`src/rtl/i3c_dat_mem_arbiter.sv`:
```
// rtl/i3c_dat_mem_arbiter.sv - single-port DAT RAM arbiter between SW (CSR) and HW (command engine)
`ifndef DAT_DEPTH
`define DAT_DEPTH 128
`endif

module i3c_dat_mem_arbiter #(
    parameter int Depth           = `DAT_DEPTH,
    parameter int Width           = 64,
    parameter int DataBitsPerMask = 32,
    parameter int AddrW           = $clog2(Depth),
    parameter int MaxWait         = 4
) (
    input  logic             clk_i,
    input  logic             rst_ni,
    input  logic             sw_req_i,
    input  logic             sw_write_i,
    input  logic [AddrW-1:0] sw_addr_i,
    input  logic [Width-1:0] sw_wdata_i,
    input  logic [Width-1:0] sw_wmask_i,
    output logic             sw_gnt_o,
    output logic             sw_rvalid_o,
    output logic [Width-1:0] sw_rdata_o,
    input  logic             hw_req_i,
    input  logic             hw_write_i,
    input  logic [AddrW-1:0] hw_addr_i,
    input  logic [Width-1:0] hw_wdata_i,
    input  logic [Width-1:0] hw_wmask_i,
    output logic             hw_gnt_o,
    output logic             hw_rvalid_o,
    output logic [Width-1:0] hw_rdata_o,
    input  logic             hw_lock_i,
    output logic             mem_req_o,
    output logic             mem_write_o,
    output logic [AddrW-1:0] mem_addr_o,
    output logic [Width-1:0] mem_wdata_o,
    output logic [Width-1:0] mem_wmask_o,
    input  logic [Width-1:0] mem_rdata_i,
    input  logic             mem_rvalid_i,
    output logic             stray_rsp_o
);

    typedef enum logic [1:0] {
        OWN_NONE = 2'd0,
        OWN_SW   = 2'd1,
        OWN_HW   = 2'd2
    } owner_e;

    localparam logic [3:0] WaitMax = 4'(MaxWait);

    // Mask granularity is a property of the RAM below; the arbiter passes the full bit mask through.
    logic unused_params;
    assign unused_params = ^DataBitsPerMask;

    owner_e     owner_q, owner_d;
    logic [3:0] wait_cnt_q, wait_cnt_d;
    logic       lock_owner_q, lock_owner_d;
    logic       stray_q, stray_d;
    logic       lock_active, force_sw;

    // Grant decision, RAM request mux and next-state for counter, lock, owner tag and stray flag.
    always_comb begin
        lock_active  = lock_owner_q & hw_lock_i;
        force_sw     = sw_req_i & ~lock_active & (wait_cnt_q == WaitMax);
        // Grants are held low while in reset so nothing reaches the RAM.
        hw_gnt_o     = rst_ni & hw_req_i & ~force_sw;
        sw_gnt_o     = rst_ni & sw_req_i & ~lock_active & ~hw_gnt_o;
        mem_req_o    = sw_gnt_o | hw_gnt_o;
        mem_write_o  = 1'b0;
        mem_addr_o   = '0;
        mem_wdata_o  = '0;
        mem_wmask_o  = '0;
        if (hw_gnt_o) begin
            mem_write_o = hw_write_i;
            mem_addr_o  = hw_addr_i;
            mem_wdata_o = hw_wdata_i;
            mem_wmask_o = hw_wmask_i;
        end else if (sw_gnt_o) begin
            mem_write_o = sw_write_i;
            mem_addr_o  = sw_addr_i;
            mem_wdata_o = sw_wdata_i;
            mem_wmask_o = sw_wmask_i;
        end

        wait_cnt_d = wait_cnt_q;
        if (!sw_req_i || sw_gnt_o) begin
            wait_cnt_d = 4'd0;
        end else if (wait_cnt_q != WaitMax) begin
            wait_cnt_d = wait_cnt_q + 4'd1;
        end

        lock_owner_d = lock_owner_q;
        if (!hw_lock_i) begin
            lock_owner_d = 1'b0;
        end else if (hw_gnt_o) begin
            lock_owner_d = 1'b1;
        end

        owner_d = OWN_NONE;
        if (hw_gnt_o && !hw_write_i) begin
            owner_d = OWN_HW;
        end else if (sw_gnt_o && !sw_write_i) begin
            owner_d = OWN_SW;
        end

        stray_d = stray_q | (mem_rvalid_i & (owner_q == OWN_NONE));
    end

    // Arbiter state registers.
    always_ff @(posedge clk_i or negedge rst_ni) begin
        if (!rst_ni) begin
            owner_q      <= OWN_NONE;
            wait_cnt_q   <= 4'd0;
            lock_owner_q <= 1'b0;
            stray_q      <= 1'b0;
        end else begin
            owner_q      <= owner_d;
            wait_cnt_q   <= wait_cnt_d;
            lock_owner_q <= lock_owner_d;
            stray_q      <= stray_d;
        end
    end

    // Route the one-cycle-late RAM response to whichever port issued the read.
    always_comb begin
        sw_rvalid_o = mem_rvalid_i & (owner_q == OWN_SW);
        hw_rvalid_o = mem_rvalid_i & (owner_q == OWN_HW);
        sw_rdata_o  = rst_ni ? mem_rdata_i : '0;
        hw_rdata_o  = rst_ni ? mem_rdata_i : '0;
        stray_rsp_o = stray_q;
    end

endmodule

```
`config.mk`:
```
export PLATFORM = sky130hd
export DESIGN_NAME = i3c_dat_mem_arbiter
export DESIGN_NICKNAME = d
export VERILOG_FILES = /design/src/rtl/i3c_dat_mem_arbiter.sv
export SDC_FILE = /design/constraint.sdc
export NUM_CORES = 1
export LEC_CHECK = 0
export ABC_AREA = 1
export CAP_MARGIN = 20
export CORE_AREA = 2 2 239 241
export DETAILED_ROUTE_END_ITERATION = 10
export DIE_AREA = 0 0 241 243
export GPL_TIMING_DRIVEN = 0
export PLACE_DENSITY = 0.31
export SYNTH_ARGS = -nofsm -noshare
export SYNTH_HDL_FRONTEND = slang
export SYNTH_SLANG_ARGS = --single-unit
```
`constraint.sdc`:
```
create_clock -name clk_i -period 2.3 [get_ports clk_i]
set_clock_uncertainty 0.1 [all_clocks]
set_input_delay 0.46 -clock clk_i [delete_from_list [all_inputs] [get_ports clk_i]]
set_output_delay 0.46 -clock clk_i [all_outputs]
set_load 0.02 [all_outputs]
```
After elaboration in Yosys (flattened, before gate mapping)
Cells that the tools add are included.
{"block": "classes", "bitwise": 16, "n_reduce_logical": 8, "eq_ne": 5, "n_addsub": 1, "mux": 15}
{"op": "two-way mux 64 bit", "n": 5}
{"op": "two-way mux 7 bit", "n": 2}
{"op": "bitwise AND 1 bit", "n": 11}
{"op": "two-way mux 4 bit", "n": 2}
{"op": "two-way mux 1 bit", "n": 5}
{"op": "adder 4 x 1 -> 4 bit (second input constant)", "n": 1}
{"op": "equality test 4 x 3 -> 1 bit (second input constant)", "n": 1}
{"op": "inequality test 4 x 3 -> 1 bit (second input constant)", "n": 1}
{"op": "logical NOT 1 bit", "n": 3}
{"op": "inverter 1 bit", "n": 3}
{"op": "equality test 2 x 1 -> 1 bit (second input constant)", "n": 1}
{"op": "equality test 2 bit (second input constant)", "n": 1}
{"op": "logical AND 1 bit", "n": 2}
{"op": "logical NOT 2 bit", "n": 1}
{"op": "two-way mux 2 bit", "n": 1}
{"op": "inequality test 2 bit (second input constant)", "n": 1}
{"op": "OR 1 bit", "n": 2}
{"op": "nonzero test 2 bit", "n": 1}
{"op": "logical OR 1 bit", "n": 1}
{"block": "word_totals", "out_inout_bits": 270, "inputBits": 342, "register_bits": 8, "word_cells": 49}

Depth between registers and ports, before layout
{"block": "logic_depth", "depth_word": 11, "mapped_depth": 11, "ltp_nobuf": 9}

Worst setup path after synthesis
Ideal clock, no wire load.
{"block": "synth_path", "path_type": "reg2out", "from": "register wait_cnt_q[0]", "to": "output port mem_wmask_o[41]", "setup_slack_ns": 0.268, "required_ns": 1.740, "stages_incl_launch_ff": 12, "path_buffers": 2, "arrival_ns": 1.472, "path_cell_list": "dfrtp_1 -> inv_1 -> ha_1 -> nand2_2 -> nor2_4 -> nand2_2 -> nand2_4 -> inv_2 -> buf_6 -> buf_6 -> nand2_1 -> nand2_1"}
{"block": "synth_via", "elab_chain_len": 8}
{"item": "start: declaration", "line": "55", "text": "logic [3:0] wait_cnt_q, wait_cnt_d;"}
{"item": "start signal: assignment", "line": "117", "text": "wait_cnt_q <= wait_cnt_d;"}
{"item": "equality test 4 x 3 -> 1 bit *", "line": "63", "text": "force_sw = sw_req_i & ~lock_active & (wait_cnt_q == WaitMax);"}
{"item": "bitwise AND 1 bit *", "line": "63"}
{"item": "inverter 1 bit *", "line": "65", "text": "hw_gnt_o = rst_ni & hw_req_i & ~force_sw;"}
{"item": "bitwise AND 1 bit *", "line": "65"}
{"item": "named net hw_gnt_o", "line": "28", "text": "output logic hw_gnt_o,"}
{"item": "inverter 1 bit", "line": "66", "text": "sw_gnt_o = rst_ni & sw_req_i & ~lock_active & ~hw_gnt_o;"}
{"item": "bitwise AND 1 bit", "line": "66"}
{"item": "two-way mux 64 bit", "line": "77", "text": "end else if (sw_gnt_o) begin"}
{"item": "two-way mux 64 bit *", "line": "72", "text": "if (hw_gnt_o) begin"}
{"item": "end: declaration", "line": "36", "text": "output logic [Width-1:0] mem_wmask_o,"}
The timed path passes the listed nets; every way through them passes the cells marked *.

Worst setup path after layout
{"block": "layout_path", "from": "register wait_cnt_q[0]", "to": "output port mem_wmask_o[60]"}
{"block": "layout_via", "elab_chain_len": 8}
{"item": "equality test 4 x 3 -> 1 bit *", "line": "63"}
{"item": "bitwise AND 1 bit *", "line": "63"}
{"item": "inverter 1 bit *", "line": "65"}
{"item": "bitwise AND 1 bit *", "line": "65"}
{"item": "inverter 1 bit", "line": "66"}
{"item": "bitwise AND 1 bit", "line": "66"}
{"item": "two-way mux 64 bit", "line": "77"}
{"item": "two-way mux 64 bit *", "line": "72"}
Every way passes the cells marked *; elsewhere a longest branch is shown, timed or not.

==> run metrics <==
Design Power=3.31 mW; TritonCTS Buffers=3; routed vias/inst=3.31; EDFF count, synth=0; min-delay worst type=reg2reg; final setup vio count=138; switch share=41.7%; number of nets in the layout=1,767; core area=56,000 µm²; drt wl/cell=17.4 µm; Mapped Nets=1,052; Layout area overhead=283%; Post-synth top cells=nand2_1, nand3_1, inv_1; global-route wire length before repair=50.3 mm; count leader, synth=nand2_1; IO Pins=612; Initial Util=6.29%; hold depth=1; cell taking the most area after synthesis=nand2_1; Pre-Repair DR Iteration Count=4; clk root buf=clkbuf_16; Critical Path Source Type=register; Hold Path End=stray_rsp_o$_DFF_PN0_; Internal Power=1.93 mW; Worst R2R End=wait_cnt_q[3]$_DFFE_PN0P_; CP Class=reg2out; vias in the first global route=7,520; max cap viols=0; # H-tree levels=1; largest net degree at the start of global routing=11; fin. max-slew vios=0; post-synthesis sequential area ratio=5.69%; Reg clk slew, reported paths=0.04 ns; Worst Reg-to-Reg Cells=14; initial DRC count=166; hold_ws=0.381 ns; power share of the clock group=9.0%; CP arrival=2.04 ns; Hold Startpoint=stray_rsp_o$_DFF_PN0_; switching pwr=1.38 mW; P_leak=6.85 nW; final std cells w/o fill=2,180; Synth cell types=20; crit end category=primary output; # DRC=0; Hold Fails Final Rpt=0; number of synthesized register bits=8; overall via count from detail_route=7,208; Worst EP required=1.74 ns; row count=87; Routed Antenna Nets=0; Die ar.=58,600 µm²; fillcell total=6,302; register share of total power=4.9%; Die W=241 µm; Clock Sinks=8; RSZ-0062 raised after global routing=true; # placed instances=2,075; Die H=243 µm; setup slack, reg-to-reg=0.30 ns; f_max=0.385 GHz; Slew HR=71.6%; Post-synth ARST share=100%; synth warn=0; failing checks=setup timing; maximum root-to-sink buffer count=2; min cycle time layout=2.60 ns; PortBufs=611; Power Density=245 nW/µm²; Final TNS setup=-28.82 ns; share of the synthesized area in the top cell type=37.1%; global route total overflow=0; number of cells produced by synthesis=708; Worst VDD drop=0.155 mV; Tot GR Track Use=11.9%; crit-path max FO=7; gpl congestion=0.832; syn_area_per_cell=4.97 µm²; Clock Latency Late Sink=0.24 ns; synthesized cell area=3520 µm²; ranking of synthesized cells by area=nand2_1, nand3_1, buf_4; drt total wl=37.8 mm; dpl ws=-2.02 ns; initial antenna violation count=11; worst r2r src=wait_cnt_q[0]$_DFFE_PN0P_; Comb pwr share=86.2%; fraction of layout cells with a size suffix above 1=44.0%; status=finished with violations; top_reg_cell synth=dfrtp_1; Worst Tran Pin Value=0.425 ns; final worst-path cycle share=113%; setup ws final=-0.300 ns; CTS tree=yes; DP HPWL=30.4 mm
kinds of logic after synthesis:
| kind of cell | share of synthesized area, % |
|---|---|
| compound gates | 1.07 |
| simple gates | 58.5 |
| flops | 5.69 |
| fa+ha+maj | 0.711 |
| xor+xnor | 0.498 |
| buf+inv | 33.5 |
how the worst max path moves through the flow:
stage	start	to	slack, ns	cells after the start
floorplan	wait_cnt_q[0]$_DFFE_PN0P_	mem_wmask_o[41]	0.27	11
global placement	rst_ni	mem_wmask_o[57]	-1.98	7
detailed placement	rst_ni	mem_wmask_o[57]	-2.02	7
CTS	wait_cnt_q[0]$_DFFE_PN0P_	mem_wmask_o[58]	-0.38	14
global route	wait_cnt_q[1]$_DFFE_PN0P_	mem_wmask_o[60]	-0.40	14
finish	wait_cnt_q[0]$_DFFE_PN0P_	mem_wmask_o[60]	-0.30	14
state kept, by name (all words and copies together) (netlist names):
| signal | flops |
|---|---|
| wait_cnt_q | 4 |
| owner_q | 2 |
| lock_owner_q | 1 |
| stray_rsp_o | 1 |
cells in the final DEF (no fill, tap or decap), drive strengths merged, types with 3 or more instances in the layout:
| cell type | n |
|---|---|
| diode | 3 |
| dlymetal6s2s | 3 |
| nor2 | 11 |
| buf | 342 |
| dlygate4sd2 | 116 |
| dfrtp | 8 |
| inv | 75 |
| o21ai | 4 |
| nand3 | 135 |
| clkbuf | 14 |
| nand2 | 351 |
| clkdlybuf4s50 | 341 |
| clkdlybuf4s15 | 12 |
power by group through the flow:
stage	Sequential (mW)	Clock, mW	Combinational (mW)
after floorplan	0.160	0	0.896
after global placement	0.162	0	2.30
after detailed placement	0.162	0	2.29
after CTS	0.159	0.303	2.70
after global routing	0.162	0.312	3.03
final	0.161	0.296	2.85
metal layers:
layer | part of all wire [%] | wire [µm] | GRT usage, %
met5 | 0.061 | 23 | 0
met2 | 56 | 21100 | 23.9
met1 | 35 | 13100 | 12.0
met4 | 1.1 | 424 | 3.29
met3 | 8.3 | 3130 | 2.80
layout make-up:
cell class | count | area [µm²] | share of cell area, %
Antenna cell | 3 | 7.51 | 0.0556
Buffer | 115 | 1200 | 8.87
Clock buffer | 3 | 75.1 | 0.556
Inverter | 75 | 302 | 2.23
Multi-Input combinational cell | 509 | 3390 | 25.1
Sequential cell | 8 | 200 | 1.48
Tap cell | 756 | 946 | 7.01
Timing Repair Buffer | 711 | 7370 | 54.6
metrics by stage:
step / utilization (%) / cell area [µm²]
after detailed placement: 18.9 / 10600
after global routing: 24.1 / 13500
after floorplan: - / 3520
after global placement: 18.9 / 10600
after CTS: 22.4 / 12500
final: 24.1 / 13500
critical path, cell delays in order, from the launching register on:
cell     delay (ns)
dfrtp_1        0.38
inv_2          0.08
ha_4           0.14
nand2_4        0.06
nor2_4         0.11
nand2_2        0.08
nand2_4        0.09
buf_6          0.13
inv_12         0.04
buf_16         0.15
buf_16         0.16
buf_12         0.13
nand2_4        0.04
nand2_2        0.05
buf_6          0.13
repair_timing:
item / in CTS / in global routing
pin swaps: 47 / 64
endpoints found under the hold margin: 8 / 0
hold buffers: 1 / 0
resized for setup: 1271 / 197
cloned: 11 / 4
setup endpoints to repair: 272 / 141
buffers inserted: 59 / 31
Power figures use the tool's default switching activity.
